## config.mk

```make
export PLATFORM = sky130hd
export DESIGN_NAME = hilbert_fir_seq_flat
export DESIGN_NICKNAME = d
export VERILOG_FILES = /design/src/rtl/hilbert_pkg.sv /design/src/rtl/hilbert_fir_seq_if.sv /design/src/rtl/hilbert_delay_line.sv /design/src/rtl/hilbert_fir_seq.sv /design/src/flat_wrapper.sv
export SDC_FILE = /design/constraint.sdc
export NUM_CORES = 2
export LEC_CHECK = 0
export BUFFER_PORTS_ARGS = -buffer_cell sky130_fd_sc_hd__buf_2
export CAP_MARGIN = 40
export CORE_ASPECT_RATIO = 0.9
export CORE_UTILIZATION = 55
export CTS_CLUSTER_DIAMETER = 40
export DETAILED_ROUTE_END_ITERATION = 7
export HOLD_SLACK_MARGIN = 0.1
export PLACE_DENSITY = 0.73
export SYNTH_ARGS = -nofsm -noshare
export SYNTH_HDL_FRONTEND = slang
export SYNTH_HIERARCHICAL = 1
export SYNTH_SLANG_ARGS = --single-unit
```

## constraint.sdc

```tcl
create_clock -name clk -period 23.4 [get_ports clk]
set_clock_uncertainty 0.1 [all_clocks]
set_input_delay 4.68 -clock clk [delete_from_list [all_inputs] [get_ports clk]]
set_output_delay 4.68 -clock clk [all_outputs]
set_load 0.03 [all_outputs]
```

## src/rtl/hilbert_pkg.sv

```systemverilog
// Shared constants, FSM state type and output scaling for the Hilbert FIR sequencer.
// All widths derive from the tap count and the Q8.24 coefficient format.
package hilbert_pkg;

    localparam int TAPS      = 32;
    localparam int ADDR_W    = $clog2(TAPS);
    localparam int DIN_W     = 16;
    localparam int COEF_W    = 32;
    localparam int COEF_FRAC = 24;
    localparam int OUT_W     = 16;
    localparam int PROD_W    = DIN_W + COEF_W;
    localparam int ACC_W     = DIN_W + COEF_W + ADDR_W;

    typedef enum logic [1:0] {
        IDLE,
        MAC,
        DRAIN,
        DONE
    } state_t;

    // Floor-shift away the coefficient fraction, then clamp into the output range.
    function automatic logic signed [OUT_W-1:0] shift_sat(input logic signed [ACC_W-1:0] acc);
        logic signed [ACC_W-1:0] sh;
        sh = acc >>> COEF_FRAC;
        if (sh[ACC_W-1:OUT_W-1] == {(ACC_W-OUT_W+1){sh[ACC_W-1]}})
            return sh[OUT_W-1:0];
        return sh[ACC_W-1] ? {1'b1, {(OUT_W-1){1'b0}}} : {1'b0, {(OUT_W-1){1'b1}}};
    endfunction

endpackage

```

## src/rtl/hilbert_fir_seq_if.sv

```systemverilog
// Sample-in, coefficient-ROM and result-out signals of the Hilbert FIR sequencer.
// The slave modport is the sequencer's view; master is the surrounding environment.
interface hilbert_fir_seq_if
    import hilbert_pkg::*;
();

    logic                     in_valid;
    logic                     in_ready;
    logic signed [DIN_W-1:0]  in_data;
    logic [ADDR_W-1:0]        rom_addr;
    logic signed [COEF_W-1:0] rom_data_re;
    logic signed [COEF_W-1:0] rom_data_im;
    logic                     out_valid;
    logic                     out_ready;
    logic signed [OUT_W-1:0]  out_re;
    logic signed [OUT_W-1:0]  out_im;

    modport slave (
        input  in_valid, in_data, rom_data_re, rom_data_im, out_ready,
        output in_ready, rom_addr, out_valid, out_re, out_im
    );

    modport master (
        output in_valid, in_data, rom_data_re, rom_data_im, out_ready,
        input  in_ready, rom_addr, out_valid, out_re, out_im
    );

endinterface

```

## src/rtl/hilbert_delay_line.sv

```systemverilog
// Circular sample buffer: a write advances the head and stores at the new head;
// the read port returns the sample k positions older than the head.
module hilbert_delay_line
    import hilbert_pkg::*;
(
    input  logic                    clk,
    input  logic                    rst,
    input  logic                    wr_en,
    input  logic signed [DIN_W-1:0] wr_data,
    input  logic [ADDR_W-1:0]       rd_k,
    output logic signed [DIN_W-1:0] rd_data
);

    logic signed [DIN_W-1:0] mem [TAPS];
    logic [ADDR_W-1:0]       head;

    always_ff @(posedge clk or posedge rst) begin
        if (rst) begin
            head <= '0;
            for (int i = 0; i < TAPS; i++) mem[i] <= '0;
        end else if (wr_en) begin
            head                    <= head + ADDR_W'(1);
            mem[head + ADDR_W'(1)]  <= wr_data;
        end
    end

    // Index arithmetic wraps naturally because TAPS is a power of two.
    assign rd_data = mem[head - rd_k];

endmodule

```

## src/rtl/hilbert_fir_seq.sv

```systemverilog
// Hilbert FIR sequencer: per accepted sample, walks the coefficient ROM over the
// delay line, accumulates complex products and presents one saturated complex result.
module hilbert_fir_seq
    import hilbert_pkg::*;
(
    input  logic             clk,
    input  logic             rst,
    hilbert_fir_seq_if.slave bus
);

    state_t                   state, state_nxt;
    logic [ADDR_W-1:0]        k;
    logic signed [DIN_W-1:0]  x;
    logic                     vld_p1;
    logic signed [PROD_W-1:0] prod_re_p1, prod_im_p1;
    logic signed [ACC_W-1:0]  acc_re_p2, acc_im_p2;
    logic signed [ACC_W-1:0]  sum_re, sum_im;
    logic                     out_valid_q;
    logic signed [OUT_W-1:0]  out_re_q, out_im_q;
    logic                     accept;

    assign accept = (state == IDLE) && bus.in_valid;

    hilbert_delay_line u_delay (
        .clk     (clk),
        .rst     (rst),
        .wr_en   (accept),
        .wr_data (bus.in_data),
        .rd_k    (k),
        .rd_data (x)
    );

    always_ff @(posedge clk or posedge rst) begin
        if (rst) state <= IDLE;
        else     state <= state_nxt;
    end

    always_comb begin
        state_nxt = state;
        case (state)
            IDLE:    if (bus.in_valid) state_nxt = MAC;
            MAC:     if (k == ADDR_W'(TAPS - 1)) state_nxt = DRAIN;
            DRAIN:   state_nxt = DONE;
            DONE:    if (bus.out_ready) state_nxt = IDLE;
            default: state_nxt = IDLE;
        endcase
    end

    assign sum_re = acc_re_p2 + ACC_W'(prod_re_p1);
    assign sum_im = acc_im_p2 + ACC_W'(prod_im_p1);

    always_ff @(posedge clk or posedge rst) begin
        if (rst) begin
            k           <= '0;
            vld_p1      <= 1'b0;
            prod_re_p1  <= '0;
            prod_im_p1  <= '0;
            acc_re_p2   <= '0;
            acc_im_p2   <= '0;
            out_valid_q <= 1'b0;
            out_re_q    <= '0;
            out_im_q    <= '0;
        end else begin
            vld_p1 <= (state == MAC);
            case (state)
                IDLE: begin
                    if (bus.in_valid) begin
                        k         <= '0;
                        acc_re_p2 <= '0;
                        acc_im_p2 <= '0;
                    end
                end
                // Stage p1: product of tap k; stage p2: accumulate the previous tap.
                MAC: begin
                    k          <= k + ADDR_W'(1);
                    prod_re_p1 <= PROD_W'(x) * PROD_W'(bus.rom_data_re);
                    prod_im_p1 <= PROD_W'(x) * PROD_W'(bus.rom_data_im);
                    if (vld_p1) begin
                        acc_re_p2 <= sum_re;
                        acc_im_p2 <= sum_im;
                    end
                end
                // Last tap folds in here and the result is registered in the same edge.
                DRAIN: begin
                    acc_re_p2   <= sum_re;
                    acc_im_p2   <= sum_im;
                    out_re_q    <= shift_sat(sum_re);
                    out_im_q    <= shift_sat(sum_im);
                    out_valid_q <= 1'b1;
                end
                DONE: begin
                    if (bus.out_ready) out_valid_q <= 1'b0;
                end
                default: ;
            endcase
        end
    end

    assign bus.in_ready  = (state == IDLE);
    assign bus.rom_addr  = (state == MAC) ? k : '0;
    assign bus.out_valid = out_valid_q;
    assign bus.out_re    = out_re_q;
    assign bus.out_im    = out_im_q;

endmodule

```

## src/flat_wrapper.sv

```systemverilog
// flat-port wrapper written by rule: the top's interface ports become plain ports
module hilbert_fir_seq_flat import hilbert_pkg::*;
  (clk, rst, bus_in_valid, bus_in_data, bus_rom_data_re, bus_rom_data_im, bus_out_ready, bus_in_ready, bus_rom_addr, bus_out_valid, bus_out_re, bus_out_im);
  hilbert_fir_seq_if bus_i ();
  input  logic clk;
  input  logic rst;
  input wire logic [$bits(bus_i.in_valid)-1:0] bus_in_valid;
  input wire logic [$bits(bus_i.in_data)-1:0] bus_in_data;
  input wire logic [$bits(bus_i.rom_data_re)-1:0] bus_rom_data_re;
  input wire logic [$bits(bus_i.rom_data_im)-1:0] bus_rom_data_im;
  input wire logic [$bits(bus_i.out_ready)-1:0] bus_out_ready;
  output wire logic [$bits(bus_i.in_ready)-1:0] bus_in_ready;
  output wire logic [$bits(bus_i.rom_addr)-1:0] bus_rom_addr;
  output wire logic [$bits(bus_i.out_valid)-1:0] bus_out_valid;
  output wire logic [$bits(bus_i.out_re)-1:0] bus_out_re;
  output wire logic [$bits(bus_i.out_im)-1:0] bus_out_im;
  assign bus_i.in_valid = bus_in_valid;
  assign bus_i.in_data = bus_in_data;
  assign bus_i.rom_data_re = bus_rom_data_re;
  assign bus_i.rom_data_im = bus_rom_data_im;
  assign bus_i.out_ready = bus_out_ready;
  assign bus_in_ready = bus_i.in_ready;
  assign bus_rom_addr = bus_i.rom_addr;
  assign bus_out_valid = bus_i.out_valid;
  assign bus_out_re = bus_i.out_re;
  assign bus_out_im = bus_i.out_im;
  hilbert_fir_seq u_core (.clk(clk), .rst(rst), .bus(bus_i));
endmodule
```

-- Word level (Yosys, flattened, before mapping)
Index checks and enable logic that the tools add are counted.
- add/sub/neg operators: 5
- multipliers: 2
- order comparisons: 3
- eq/ne operators: 10
- multiplexer cells: 30
- bitwise gates (word level): 2
- reduce and logical (&&, ||, !) cells: 10
- operators by type and width (cell ; count):
    bitwise mux 512 bit ; 1
    one-hot mux 53 bit (3 select lines) ; 2
    2-to-1 mux 53 bit ; 3
    2-to-1 mux 16 bit ; 9
    adder 53 x 48 -> 53 bit ; 2
    multiplier 16 x 32 -> 48 bit ; 2
    binary-select mux 16 bit (select 5 bit) ; 1
    demux 16 bit (select 5 bit) ; 1
    == test 13 bit ; 2
    >= comparator 6 bit (second input constant) ; 2
    NOT 5 -> 6 bit ; 2
    adder 5 x 1 -> 5 bit (second input constant) ; 2
    2-to-1 mux 5 bit ; 2
    one-hot mux 5 bit (2 select lines) ; 1
    one-hot mux 2 bit (4 select lines) ; 1
    less-than comparator 6 x 1 -> 1 bit (second input constant) ; 1
    2-to-1 mux 2 bit ; 3
    AND reduction 3 bit ; 2
    == test 5 bit (second input constant) ; 1
    2-to-1 mux 1 bit ; 5
    subtractor 5 bit ; 1
    == test 2 bit (second input constant) ; 2
    inequality test 2 x 1 -> 1 bit (second input constant) ; 2
    inequality test 2 bit (second input constant) ; 2
    other kinds (7) ; 10
- bits in registers: 760
- bits of input ports: 84
- word-level logic and storage cells: 105

-- Logic depth before layout (Yosys ltp)
- word-level depth: 7
- mapped depth: 40
- gate-level depth less buffers: 34

-- By module
Netlist, hierarchy kept.
- by module, submodules not included (module ; times used ; cells an instance ; area an instance (um^2) ; seq. area each (um^2)):
    hilbert_fir_seq ; 1 ; 5686 ; 50875.0 ; 6080.8
    hilbert_delay_line ; 1 ; 1930 ; 25079.1 ; 12937.4

-- Worst setup path after synthesis
OpenSTA, ideal clock, no wires.
- kind: input to register
- from: input port bus_rom_data_re[7]
- to: register u_core.prod_re_p1[45]
- data arrival time: 11102 ps
- required time: 23175 ps
- slack: 12074 ps
- stages on the path: 26
- path buffers: 1
- cells stage by stage: clkbuf_1 > nand2_1 > fa_1 > inv_1 > fa_1 > inv_1 > fa_1 > inv_1 > fa_1 > fa_1 > inv_1 > fa_1 > inv_1 > ha_1 > a21o_1 > a31o_2 > o2111a_1 > o21ai_0 > nand3_1 > a31oi_1 > o31ai_1 > a221oi_1 > o31ai_1 > a211oi_1 > xnor2_1 > mux2_2
- word-level cells in the longest chain between the ends: 1
- RTL lines (element ; line ; source):
    from (decl) ; flat_wrapper.sv:9 ; input wire logic [$bits(bus_i.rom_data_re)-1:0] bus_rom_data_re;
    multiplier 16 x 32 -> 48 bit ; hilbert_fir_seq.sv:76 ; prod_re_p1 <= PROD_W'(x) * PROD_W'(bus.rom_data_re);
    to (signal assigned) ; hilbert_fir_seq.sv:76 ;
    to (decl) ; hilbert_fir_seq.sv:15 ; logic signed [PROD_W-1:0] prod_re_p1, prod_im_p1;
Every way passes these cells.
A chain may end at the register's enable or synchronous reset.

-- Worst setup path after layout
- from: register u_core.u_delay.head[0]
- to: register u_core.prod_re_p1[45]
- word-level cells in the longest chain between the ends: 6
- RTL lines (element ; line ; source):
    from (decl) ; hilbert_delay_line.sv:15 ; logic [ADDR_W-1:0] head;
    from (signal assigned) ; hilbert_delay_line.sv:22 ; head <= head + ADDR_W'(1);
    subtractor 5 bit ; hilbert_delay_line.sv:28 ; assign rd_data = mem[head - rd_k];
    NOT 5 -> 6 bit (implied by the code) ; hilbert_delay_line.sv:28 ;
    binary-select mux 16 bit (select 5 bit) ; hilbert_delay_line.sv:28 ;
    2-to-1 mux 16 bit (implied by the code) (2 in series) ; hilbert_delay_line.sv:28 ;
    via u_core.x[3] ; hilbert_fir_seq.sv:13 ; logic signed [DIN_W-1:0] x;
    multiplier 16 x 32 -> 48 bit ; hilbert_fir_seq.sv:76 ;
The timed path passes the listed nets, and every way through them passes these cells. The select of a mux whose other input is x is not followed.

==> results.toml <==
[timing]
setup_violations = 0
min_period_over_period_pct = 55.8
worstMarginPinSlew_ns = 1.03
finalHoldViolations = 0
fmax_mhz = 76.6
tns_ns = 0
rsz0062_at_grt = "no"
slew_viol_final = 0
period_needed_ns = 13.05
worst_slew_margin_rel_pct = 31.3

[cts]
cts_setup_buffers = 0
cts-root-buf = "clkbuf_16"
cts_resized = 0
h-tree-depth = 3
clk_pin_slew_ns = 0.05
cts_tree = "yes"
hold_buffers = 0
clk_latency_ns = 0.77
clock-sinks = 760
cts_inserted_buffers = 110
clock_path_buffers = 3

[setup_path]
path_class = "flip-flop to flip-flop"
cp_slowest_cell = "fa_4"
crit_path_end_kind = "flip-flop"
worstPathArrival_ns = 13.57
reg2reg_slack_ns = 10.35
rr_endpoint = "u_core/prod_re_p1[45]"
path_buf_inv = 8
crit_start = "u_core/u_delay/head[0]"
cp.required_ns = 23.92
critPathLaunchType = "flip-flop"
critPathMaxFanout = 128
ff2ff_path_depth = 35
cpMostUsedCell = "fa_1"
r2r_start = "u_core/u_delay/head[0]"
slowest_delay_ns = 1.07
crit_family = "adder cells"

[grt]
grt_use_total_pct = 30.7
grt_pass1_vias = 58900
grt_pass1_wl_mm = 335
grt_max_degree = 177
antenna_found_initial = 29
overflow = 0

[floorplanning]
fp-row-count = 128
core_area_um2 = 136000
die_x_um = 394
die_h_um = 355
ios = 123
start_util_pct = 55.8
die_area_um2 = 140000

[run_status]
status = "complete, no violations"

[cells_and_area]
area_growth_pct = 7.79
fillers = 11200
final_nets = 8886
mostFrequentLayoutCell = "inv_1"
drive_gt1_share_pct = 14.2
final_cell_mix = "inv_1, fa_1, nand2_1, dfrtp_1, mux2_2"

[synth]
synth_nets = 9022
ys.flop_type = "dfrtp_1"
yosysWarnings = 6
yosysTopAreaCellShare_pct = 25.7
yosysTopAreaCell = "fa_1"
ys_seq_elements = 760
synth_area_leaders = "fa_1, dfrtp_1, mux2_2"
synth_area_um2 = 76000
syn_avg_cell_area_um2 = 9.97
ys_seq_area_share_pct = 25.0
synth_cells = 7616
synth_cell_types = 98
synth-edff-count = 0
async_flop_share_pct = 100

[placed_design]
post-dp-hpwl_mm = 149
place_congestion = 0.937
io_buffers = 122

[detailed_routing]
detail_route.iter0.violations = 4882
via_per_inst = 5.92
ant_nets = 0
post_drt_wl_per_cell_um = 22.2
drc = 0
wirelength_mm = 209
vias = 55700
dr.pass1.iters = 7

[hold_path]
hold_class = "flip-flop to flip-flop"
hold_start = "u_core/acc_im_p2[14]"
hold_depth = 2
holdPathEnd = "u_core/acc_im_p2[14]"

[run]
maxCapViolations = 0
## per-stage QoR
step	setup slack (ns)	utilization [%]	instance area [um^2]	hold WS (ns)	std cells
finish	10.35	60.1	81900	0.380	9408
detailed placement	10.72	57.2	77900	0.374	9188
global placement	10.71	56.9	77500	0.364	9170
global route	9.87	60.1	81800	0.398	9397
floorplan	4.18	-	76000	0.347	7616
CTS	10.61	60.1	81800	0.385	9391
## sequential cells by signal, indices dropped and copies added (netlist names)
name / cells
u_core/acc_im_p2: 53
u_core/u_delay/mem: 512
u_core/bus.out_im: 16
u_core/prod_im_p1: 48
u_core/k: 5
u_core/bus.out_valid: 1
u_core/acc_re_p2: 53
u_core/prod_re_p1: 48
u_core/state: 2
u_core/vld_p1: 1
u_core/u_delay/head: 5
u_core/bus.out_re: 16
## worst max path at each step
stage | cells past startpoint | slack (ns) | endpoint
after CTS | 35 | 10.61 | u_core/prod_re_p1[45]
after global routing | 35 | 9.87 | u_core/prod_re_p1[45]
after global placement | 34 | 10.71 | u_core/prod_re_p1[45]
after floorplan | 1 | 4.18 | u_core/u_delay/head[0]
final | 35 | 10.35 | u_core/prod_re_p1[45]
after detailed placement | 35 | 10.72 | u_core/prod_re_p1[45]
## per-layer routing
| layer | part of all wire (%) | wire, um | global-route usage (%) | up-vias |
|---|---|---|---|---|
| li1 | - | - | - | 24400 |
| met5 | 0.069 | 144 | 0 | - |
| met3 | 9.1 | 19100 | 7.17 | 418 |
| met1 | 43 | 89700 | 43.1 | 28700 |
| met4 | 2.7 | 5730 | 9.47 | 24 |
| met2 | 45 | 94100 | 47.2 | 2210 |
## cells in the mapped netlist, drive strengths merged (8+ instances only)
master,count
xnor2,133
a221oi,10
o31ai,38
buf,94
nand3,335
nand4,101
and3,26
a21o,103
o22a,18
nor2,171
inv,1154
xor2,66
and2,426
o21ai,210
o211ai,20
nor3,35
dfrtp,760
or2,12
fa,975
or3,14
a21oi,227
nand2,786
o21a,24
clkbuf,346
a22o,18
and4,9
o21bai,31
nand2b,33
a31oi,23
a211o,8
nor2b,18
mux2,604
mux2i,292
ha,347
a211oi,44
nor3b,10
## cells by family (layout without fill, tap and decap cells)
logic type	after synthesis	count (layout)	synth area share (%)
muxes	896	896	12.8
other	0	17	0
xor gates and xnor gates	199	199	2.29
and+or+nand+nor	2004	2004	13.1
buffers and inverters	1596	1551	8.18
adders and majority gates	1322	1322	31.4
DFF	760	760	25.0
AOI/OAI and AO/OA	839	839	7.20
## final cells by class
class                   instances  area [um^2]  area share [%]
diodes                         17         42.5          0.0520
clock buffers                 131         2920            3.57
clock inverters                72         1050            1.29
inverters                    1156         4360            5.32
multi-input cells            5260        50800            62.1
flip-flops and latches        760        19000            23.2
well taps                    1820         2280            2.78
repair buffers                192         1400            1.70
## worst min-delay path: stages (launching register included)
cell     delay [ns]
dfrtp_1        0.34
nand2_1        0.05
o21ai_0        0.06
Power is left out: the tool's default activity adds up to more than one toggle a clock period on the data nets, which glitch-free logic cannot reach.
